**config.mk**
```make
export PLATFORM = sky130hd
export DESIGN_NAME = game_sequencer_flat
export DESIGN_NICKNAME = d
export VERILOG_FILES = /design/src/rtl/josh_pkg.sv /design/src/rtl/game_sequencer_if.sv /design/src/rtl/sprite_sweep.sv /design/src/rtl/game_sequencer.sv /design/src/flat_wrapper.sv
export SDC_FILE = /design/constraint.sdc
export NUM_CORES = 1
export LEC_CHECK = 0
export CAP_MARGIN = 20
export CORE_ASPECT_RATIO = 0.7
export CORE_MARGIN = 3
export CORE_UTILIZATION = 42
export DETAILED_ROUTE_END_ITERATION = 10
export GPL_ROUTABILITY_DRIVEN = 0
export GPL_TIMING_DRIVEN = 1
export PLACE_DENSITY_LB_ADDON = 0.2
export SETUP_SLACK_MARGIN = 0.4
export SLEW_MARGIN = 10
export SYNTH_ARGS = -nofsm -noshare
export SYNTH_HDL_FRONTEND = slang
export SYNTH_HIERARCHICAL = 1
export SYNTH_SLANG_ARGS = --single-unit
export TNS_END_PERCENT = 50
```
**constraint.sdc**
```tcl
create_clock -name clk -period 6.7 [get_ports clk]
set_input_delay 1.34 -clock clk [delete_from_list [all_inputs] [get_ports clk]]
set_output_delay 1.34 -clock clk [all_outputs]
set_load 0.05 [all_outputs]
```
**src/rtl/josh_pkg.sv**
```systemverilog
// Shared types and constants for the jump-game frame sequencer.
// State encoding, screen bounds, colours and the on-screen test.
package josh_pkg;

  typedef enum logic [2:0] {
    S_MENU      = 3'd0,
    S_MENU_WAIT = 3'd1,
    S_DRAW      = 3'd2,
    S_WAIT      = 3'd3,
    S_ERASE     = 3'd4,
    S_UPDATE    = 3'd5,
    S_CHECK     = 3'd6,
    S_OVER      = 3'd7
  } state_t;

  localparam int SCR_W = 160;
  localparam int SCR_H = 120;

  localparam logic [2:0] BG   = 3'b000;
  localparam logic [2:0] DUDE = 3'b111;

  // Sums are one bit wider than the coordinates so a sprite
  // hanging off the right/bottom edge never wraps back on-screen.
  function automatic logic on_screen(
    input logic [8:0] x,
    input logic [7:0] y
  );
    return (x < 9'(SCR_W)) && (y < 8'(SCR_H));
  endfunction

  function automatic logic [2:0] pen(input logic erase);
    return erase ? BG : DUDE;
  endfunction

endpackage

```
**src/rtl/game_sequencer_if.sv**
```systemverilog
// Datapath and VGA plot bundle between sequencer and game datapath.
// master = sequencer side, slave = datapath/VGA side.
interface game_sequencer_if;

  logic [7:0] dude_x;
  logic [6:0] dude_y;
  logic       collide_valid;
  logic       collide;
  logic       startgame;
  logic       upd_en;
  logic       plot;
  logic [7:0] vga_x;
  logic [6:0] vga_y;
  logic       erase;

  modport master (
    input  dude_x, dude_y, collide_valid, collide,
    output startgame, upd_en, plot, vga_x, vga_y, erase
  );

  modport slave (
    output dude_x, dude_y, collide_valid, collide,
    input  startgame, upd_en, plot, vga_x, vga_y, erase
  );

endinterface

```
**src/rtl/sprite_sweep.sv**
```systemverilog
// Row-major pixel sweep over the sprite box at a latched position.
// Ports: clk, resetn, i_start (level, sweep runs while high),
// i_lat_x/i_lat_y (top-left), o_vga_x/o_vga_y/o_plot (registered),
// o_done (high on the cycle the last pixel is issued).
module sprite_sweep
  import josh_pkg::*;
#(
  parameter int SPRITE_W = 4,
  parameter int SPRITE_H = 4
) (
  input  logic       clk,
  input  logic       resetn,
  input  logic       i_start,
  input  logic [7:0] i_lat_x,
  input  logic [6:0] i_lat_y,
  output logic [7:0] o_vga_x,
  output logic [6:0] o_vga_y,
  output logic       o_plot,
  output logic       o_done
);

  logic [7:0] r_px;
  logic [6:0] r_py;
  logic [7:0] r_vx;
  logic [6:0] r_vy;
  logic       r_plot;

  logic [8:0] w_sx;
  logic [7:0] w_sy;
  logic       w_last_x;
  logic       w_last_y;
  logic       w_on;

  assign w_last_x = (r_px == 8'(SPRITE_W - 1));
  assign w_last_y = (r_py == 7'(SPRITE_H - 1));

  assign w_sx = {1'b0, i_lat_x} + {1'b0, r_px};
  assign w_sy = {1'b0, i_lat_y} + {1'b0, r_py};
  assign w_on = on_screen(w_sx, w_sy);

  assign o_done = i_start && w_last_x && w_last_y;

  // Counters sit at 0 while idle so every sweep starts
  // at the top-left pixel.
  always_ff @(posedge clk or negedge resetn) begin
    if (!resetn) begin
      r_px   <= '0;
      r_py   <= '0;
      r_vx   <= '0;
      r_vy   <= '0;
      r_plot <= 1'b0;
    end else if (i_start) begin
      r_vx   <= w_sx[7:0];
      r_vy   <= w_sy[6:0];
      r_plot <= w_on;
      if (w_last_x) begin
        r_px <= '0;
        r_py <= w_last_y ? '0 : r_py + 7'd1;
      end else begin
        r_px <= r_px + 8'd1;
      end
    end else begin
      r_px   <= '0;
      r_py   <= '0;
      r_vx   <= '0;
      r_vy   <= '0;
      r_plot <= 1'b0;
    end
  end

  assign o_vga_x = r_vx;
  assign o_vga_y = r_vy;
  assign o_plot  = r_plot;

endmodule

```
**src/rtl/game_sequencer.sv**
```systemverilog
// Frame-level controller for the jump game: menu/game FSM, frame
// tick, erase/update/verdict/redraw sequencing and survival score.
// Ports: clk, resetn (async, active low), go (level start request),
// bus (datapath inputs, upd_en/startgame, VGA plot outputs),
// game_over (OVER state), score (frames survived, saturating).
module game_sequencer
  import josh_pkg::*;
#(
  parameter int FRAME_DIV = 833333,
  parameter int SPRITE_W  = 4,
  parameter int SPRITE_H  = 4
) (
  input  logic             clk,
  input  logic             resetn,
  input  logic             go,
  game_sequencer_if.master bus,
  output logic             game_over,
  output logic [7:0]       score
);

  localparam int FW =
    (FRAME_DIV > 1) ? $clog2(FRAME_DIV) : 1;
  localparam logic [FW-1:0] F_LAST = FW'(FRAME_DIV - 1);

  state_t        r_state;
  state_t        w_next;
  logic [FW-1:0] r_fcnt;
  logic          r_pending;
  logic          r_erase;
  logic [7:0]    r_score;
  logic [7:0]    r_lat_x;
  logic [6:0]    r_lat_y;

  logic          w_run;
  logic          w_sweep;
  logic          w_tick;
  logic          w_done;
  logic          w_start;
  logic          w_survive;
  logic          w_load;
  logic [7:0]    w_vx;
  logic [6:0]    w_vy;
  logic          w_plot;

  assign w_run = r_state inside
    {S_DRAW, S_WAIT, S_ERASE, S_UPDATE, S_CHECK};
  assign w_sweep = r_state inside {S_DRAW, S_ERASE};
  assign w_tick  = w_run && (r_fcnt == F_LAST);

  assign w_start   = (r_state == S_MENU_WAIT) && !go;
  assign w_survive = (r_state == S_CHECK)
                   && bus.collide_valid && !bus.collide;
  assign w_load    = w_start || w_survive;

  always_ff @(posedge clk or negedge resetn) begin
    if (!resetn) begin
      r_state <= S_MENU;
    end else begin
      r_state <= w_next;
    end
  end

  always_comb begin
    w_next = r_state;
    case (r_state)
      S_MENU: begin
        if (go) w_next = S_MENU_WAIT;
      end
      S_MENU_WAIT: begin
        if (!go) w_next = S_DRAW;
      end
      S_DRAW: begin
        if (w_done) w_next = S_WAIT;
      end
      S_WAIT: begin
        if (w_tick || r_pending) w_next = S_ERASE;
      end
      S_ERASE: begin
        if (w_done) w_next = S_UPDATE;
      end
      S_UPDATE: begin
        w_next = S_CHECK;
      end
      S_CHECK: begin
        if (bus.collide_valid)
          w_next = bus.collide ? S_OVER : S_DRAW;
      end
      S_OVER: begin
        if (go) w_next = S_MENU_WAIT;
      end
      default: begin
        w_next = S_MENU;
      end
    endcase
  end

  // Ticks only count while a game runs; a tick that lands
  // outside WAIT is remembered once, a second one is dropped.
  always_ff @(posedge clk or negedge resetn) begin
    if (!resetn) begin
      r_fcnt    <= '0;
      r_pending <= 1'b0;
    end else begin
      if (!w_run || w_tick) begin
        r_fcnt <= '0;
      end else begin
        r_fcnt <= r_fcnt + 1'b1;
      end
      if (!w_run || r_state == S_WAIT) begin
        r_pending <= 1'b0;
      end else if (w_tick) begin
        r_pending <= 1'b1;
      end
    end
  end

  always_ff @(posedge clk or negedge resetn) begin
    if (!resetn) begin
      r_score <= '0;
      r_lat_x <= '0;
      r_lat_y <= '0;
      r_erase <= 1'b0;
    end else begin
      if (w_start) begin
        r_score <= '0;
      end else if (w_survive && r_score != 8'hFF) begin
        r_score <= r_score + 8'd1;
      end
      if (w_load) begin
        r_lat_x <= bus.dude_x;
        r_lat_y <= bus.dude_y;
      end
      // Registered alongside the sweep outputs so it lines
      // up with the erase pixels.
      r_erase <= (r_state == S_ERASE);
    end
  end

  sprite_sweep #(
    .SPRITE_W (SPRITE_W),
    .SPRITE_H (SPRITE_H)
  ) u_sweep (
    .clk     (clk),
    .resetn  (resetn),
    .i_start (w_sweep),
    .i_lat_x (r_lat_x),
    .i_lat_y (r_lat_y),
    .o_vga_x (w_vx),
    .o_vga_y (w_vy),
    .o_plot  (w_plot),
    .o_done  (w_done)
  );

  assign bus.startgame = w_run;
  assign bus.upd_en    = (r_state == S_UPDATE);
  assign bus.plot      = w_plot;
  assign bus.vga_x     = w_vx;
  assign bus.vga_y     = w_vy;
  assign bus.erase     = r_erase;
  assign game_over     = (r_state == S_OVER);
  assign score         = r_score;

endmodule

```
**src/flat_wrapper.sv**
```systemverilog
// flat-port wrapper written by rule: the top's interface ports become plain ports
module game_sequencer_flat import josh_pkg::*;
#(
  parameter int FRAME_DIV = 833333,
  parameter int SPRITE_W  = 4,
  parameter int SPRITE_H  = 4
)
  (clk, resetn, go, game_over, score, bus_dude_x, bus_dude_y, bus_collide_valid, bus_collide, bus_startgame, bus_upd_en, bus_plot, bus_vga_x, bus_vga_y, bus_erase);
  game_sequencer_if bus_i ();
  input  logic clk;
  input  logic resetn;
  input  logic go;
  output logic game_over;
  output logic [7:0] score;
  input wire logic [$bits(bus_i.dude_x)-1:0] bus_dude_x;
  input wire logic [$bits(bus_i.dude_y)-1:0] bus_dude_y;
  input wire logic [$bits(bus_i.collide_valid)-1:0] bus_collide_valid;
  input wire logic [$bits(bus_i.collide)-1:0] bus_collide;
  output wire logic [$bits(bus_i.startgame)-1:0] bus_startgame;
  output wire logic [$bits(bus_i.upd_en)-1:0] bus_upd_en;
  output wire logic [$bits(bus_i.plot)-1:0] bus_plot;
  output wire logic [$bits(bus_i.vga_x)-1:0] bus_vga_x;
  output wire logic [$bits(bus_i.vga_y)-1:0] bus_vga_y;
  output wire logic [$bits(bus_i.erase)-1:0] bus_erase;
  assign bus_i.dude_x = bus_dude_x;
  assign bus_i.dude_y = bus_dude_y;
  assign bus_i.collide_valid = bus_collide_valid;
  assign bus_i.collide = bus_collide;
  assign bus_startgame = bus_i.startgame;
  assign bus_upd_en = bus_i.upd_en;
  assign bus_plot = bus_i.plot;
  assign bus_vga_x = bus_i.vga_x;
  assign bus_vga_y = bus_i.vga_y;
  assign bus_erase = bus_i.erase;
  game_sequencer #(.FRAME_DIV(FRAME_DIV), .SPRITE_W(SPRITE_W), .SPRITE_H(SPRITE_H)) u_core (.clk(clk), .resetn(resetn), .go(go), .bus(bus_i), .game_over(game_over), .score(score));
endmodule
```
== Word-level counts from Yosys, hierarchy flattened ==
Index checks and enable logic that the tools add are counted.
Operators by class
  add/sub/neg operators: 6
  magnitude comparators: 2
  equal/unequal tests: 18
  muxes and demuxes: 21
  reduce and logical (&&, ||, !) cells: 22
Operator list (number)
  $mux W8: 5
  $mux W7: 4
  $mux W3: 7
  $pmux W3 S7: 1
  $add A20 B1 Y20 const B: 1
  $eq A20 B20 Y1 const B: 1
  $mux W20: 1
  $add A8 B1 Y8 const B: 2
  $eq A3 B3 Y1 const B: 4
  $ne A2 B2 Y1 const B: 5
  $add A8 B8 Y9: 1
  $lt A9 B8 Y1 const B: 1
  $add A7 B7 Y8: 1
  $eq A8 B2 Y1 const B: 1
  $logic_and A1 B1 Y1: 8
  $lt A8 B7 Y1 const B: 1
  $ne A8 B8 Y1 const B: 1
  $add A7 B1 Y7 const B: 1
  $eq A7 B2 Y1 const B: 1
  $eq A3 B2 Y1 const B: 2
  $reduce_and A6 Y1: 1
  $reduce_bool A2 Y1: 3
  $reduce_bool A5 Y1: 1
  $logic_or A1 B1 Y1: 4
  6 further kinds: 11
Word-level totals
  flip-flop bits (word level): 79
  input port bits: 20
  output and inout port bits: 28
  logic and storage cells: 81

== Logic depth before layout (Yosys ltp) ==
  word-level depth: 6
  gate-level depth with buffers: 9
  depth with buffers taken out: 8

== Cells and area by module ==
Netlist, hierarchy kept.
Modules (own cells, without submodules)
  game_sequencer: instances 1, cells an instance 229, area an instance 2389.8 sq um, seq. area each 1201.2 sq um
  sprite_sweep: instances 1, cells an instance 195, area an instance 1960.6 sq um, seq. area each 775.7 sq um

== Least setup slack after synthesis ==
OpenSTA, ideal clock, no wires.
  path type: flip-flop to output port
  start point: register u_core.r_state[2]
  end point: output port bus_startgame
  arrival: 1.700 ns
  required time: 5.360 ns
  slack: 3.660 ns
  cell stages (with the launch flop): 4
  buffers on the path: 1
  cells stage by stage: dfrtp_1 -> clkbuf_1 -> and3_1 -> nor2_1
On the way
  word-level cells in the longest chain between the ends: 2
  elaborated cells between the ends (all ways): 6
  classes of those cells: 5 x eq/ne; 1 x reduce/logical
RTL lines
  start: declaration: line game_sequencer.sv:25  | state_t r_state;
  start signal: assignment: line game_sequencer.sv:59  | r_state <= w_next;
  $eq A3 B2 Y1 / $eq A3 B3 Y1 (equally long branches): line game_sequencer.sv:45  | assign w_run = r_state inside
  $reduce_bool A5 Y1 (*): line game_sequencer.sv:45
  end: declaration: line flat_wrapper.sv:19  | output wire logic [$bits(bus_i.startgame)-1:0] bus_startgame;
Mark *: on every way between the ends. The rest lies on a longest branch, timed or not.

== Worst setup path in the final report ==
  start point: register u_core.r_state[1]
  end point: output port bus_upd_en
On the way
  word-level cells in the longest chain between the ends: 1
RTL lines
  $eq A3 B3 Y1: line game_sequencer.sv:155  | assign bus.upd_en = (r_state == S_UPDATE);
  end: declaration: line flat_wrapper.sv:20  | output wire logic [$bits(bus_i.upd_en)-1:0] bus_upd_en;
No other way between the ends.

==> results.json <==
{
  "status": "completed",
  "setup_tns_ns": 0,
  "pin_count": 48,
  "final_hold_viol_count": 0,
  "dr.pass1.iters": 4,
  "ys_warn_count": 6,
  "vdd_drop_max_uv": 129,
  "hold_path_end": "u_core/r_lat_x[4]",
  "clk_path_buf_depth": 2,
  "ys_seq_area_frac": 0.454,
  "start_kind": "register",
  "yosys.area.top_type": "dfrtp_1",
  "die_x_um": 128,
  "dpl.cell_count": 587,
  "synth_cell_types": 65,
  "finalCritPeriodShare": 0.510,
  "nets": 513,
  "hold_start": "u_core/r_lat_x[4]",
  "fmax_mhz": 293,
  "synth-main-ff-cell": "dfrtp_1",
  "relSlewSlack": 0.665,
  "clk_pin_slew_worst_paths_ns": 0.06,
  "max_cap_violations": 0,
  "drc_errors": 0,
  "synth_seq_cells": 79,
  "synth_commonest_cells": "dfrtp_1 (79), nor2_1 (41), ha_1 (20), nand3_1 (20), nand2_1 (18)",
  "grt_pass1_wl_mm": 15.3,
  "grt_usage": 0.163,
  "drive_above_1_share": 0.0989,
  "grt_antenna_before_repair": 0,
  "r2r_slack_ns": 4.14,
  "wirelength_mm": 9.07,
  "slew_viol_final": 0,
  "r2r_cells": 7,
  "r2r-end": "u_core/u_sweep/o_plot",
  "hold_path_class": "reg -> reg",
  "ctsResizeCount": 0,
  "crit_type": "reg -> out",
  "arrival_ns": 2.08,
  "hold_path_depth": 1,
  "cts-root-buf": "clkbuf_16",
  "final_cell_area_mm2": 0.00523,
  "core_region_area_mm2": 0.00987,
  "vias": 3259,
  "async_flop_share": 1.00,
  "rows": 30,
  "synth_area_mm2": 0.00435,
  "powerDensity_mw_per_mm2": 300,
  "grt_overflow_total": 0,
  "cts.sinks": 79,
  "cts_buffers": 9,
  "h-tree-depth": 3,
  "postCtsSetupBuffers": 0,
  "die_h_um": 91.2,
  "avgSynthCellArea_um2": 10.3,
  "vias_per_cell": 5.40,
  "pre_cts_ws_ns": 3.46,
  "wire_per_inst_um": 15.0,
  "dpl_cell_area_mm2": 0.00492,
  "cp_max_fo": 15,
  "synth_edf_count": 0,
  "synth.most_common_cell": "dfrtp_1",
  "ant_nets": 0,
  "cts_tree": "done",
  "endpoint_kind": "output pin",
  "hold_buffers": 0,
  "worst_pin_slew_ns": 0.501,
  "insertion_delay_ns": 0.33,
  "start_util": 0.441,
  "clock_skew_ns": 0.00420,
  "dieArea_mm2": 0.0116,
  "synth_top_area_share": 0.454,
  "drt_iter0_markers": 229,
  "syn_inst": 424,
  "p_leak_nw": 2.30,
  "syn_nets": 466,
  "required_ns": 5.36,
  "dp_hpwl_mm": 6.33,
  "area_growth_pct": 20.2,
  "grt_max_degree": 80,
  "netlist_top_cells_area": "dfrtp_1 (45%), ha_1 (5.8%), mux2_2 (4.1%)",
  "min_period_ns": 3.42,
  "r2r_start": "u_core/u_sweep/r_px[0]",
  "diodes": 0,
  "finalCoreUtilization": 0.530,
  "setup_viol": 0,
  "fin_ws_ns": 3.28,
  "stdcell_count": 603,
  "portBuffers": 47,
  "rsz0062_at_grt": "no",
  "grt_pass1_vias": 3173
}
layout make-up:
| class | instances | area (µm²) |
|---|---|---|
| Timing Repair Buffer | 50 | 510 |
| Fill cell | 873 | 4640 |
| Inverter | 16 | 60.1 |
| Sequential cell | 79 | 1980 |
| Clock buffer | 15 | 278 |
| Tap cell | 128 | 160 |
| Multi-Input combinational cell | 315 | 2240 |
report_power, final:
| group | total [mW] | internal [mW] | leakage, nW | switching, mW |
|---|---|---|---|---|
| registers | 0.643 | 0.566 | 1.06 | 0.0774 |
| clock network | 0.461 | 0.280 | 0.136 | 0.181 |
| logic | 0.462 | 0.197 | 1.11 | 0.266 |
placed cells by master (no fill, tap or decap), drive strengths merged, types with 6 or more instances in the layout:
cell,n
clkbuf,15
nand4,11
and2,13
nand2b,6
or3,8
nand3,20
a21oi,15
o21ai,16
a21o,6
dfrtp,79
inv,16
ha,20
nor2b,7
xor2,12
o211ai,6
nor2,42
xnor2,15
and3,13
nand2,18
clkdlybuf4s50,46
mux2,16
sequential cells by signal (all words and copies together), names as in the netlist, 3 cells and up:
register,count
u_core/r_state,3
u_core/u_sweep/r_px,8
u_core/r_lat_x,8
u_core/u_sweep/o_vga_x,8
u_core/r_lat_y,7
u_core/score,8
u_core/u_sweep/o_vga_y,7
u_core/u_sweep/r_py,7
u_core/r_fcnt,20
stage by stage:
step	hold WS [ns]	power [mW]
after global placement	0.495	1.09
after detailed placement	0.504	1.11
after CTS	0.517	1.58
after floorplan	0.471	0.976
final	0.514	1.57
after global routing	0.532	1.66
per-layer routing:
| layer | track usage | share of wire |
|---|---|---|
| met2 | 0.229 | 0.41 |
| met4 | 0.0477 | 0.0084 |
| met5 | 0 | 0 |
| met1 | 0.246 | 0.53 |
| met3 | 0.0412 | 0.051 |
how the worst max path moves through the flow:
| stage | startpoint | endpoint | slack [ns] | cells past startpoint |
|---|---|---|---|---|
| finish | u_core/r_state[1] | bus_upd_en | 3.28 | 3 |
| global route | u_core/r_state[1] | bus_upd_en | 3.16 | 3 |
| CTS | u_core/r_state[1] | bus_upd_en | 3.27 | 3 |
| detailed placement | bus_collide | u_core/score[7] | 3.46 | 5 |
| global placement | go | u_core/r_lat_y[4] | 3.52 | 5 |
| floorplan | u_core/r_state[2] | bus_startgame | 3.66 | 3 |
worst max-delay path, stage by stage, from the launching register on:
cell and delay [ns]:
dfrtp_1 0.53, nand2b_1 0.29, nor2_1 0.12, clkdlybuf4s50_1 0.81
cell families after synthesis:
family | synth area share
simple gates | 0.220
fa+ha+maj | 0.0667
compound gates | 0.121
buf+inv | 0.0302
xor+xnor | 0.0544
flops | 0.454
mux | 0.0529
No activity file was read; power rests on OpenSTA's default activity.
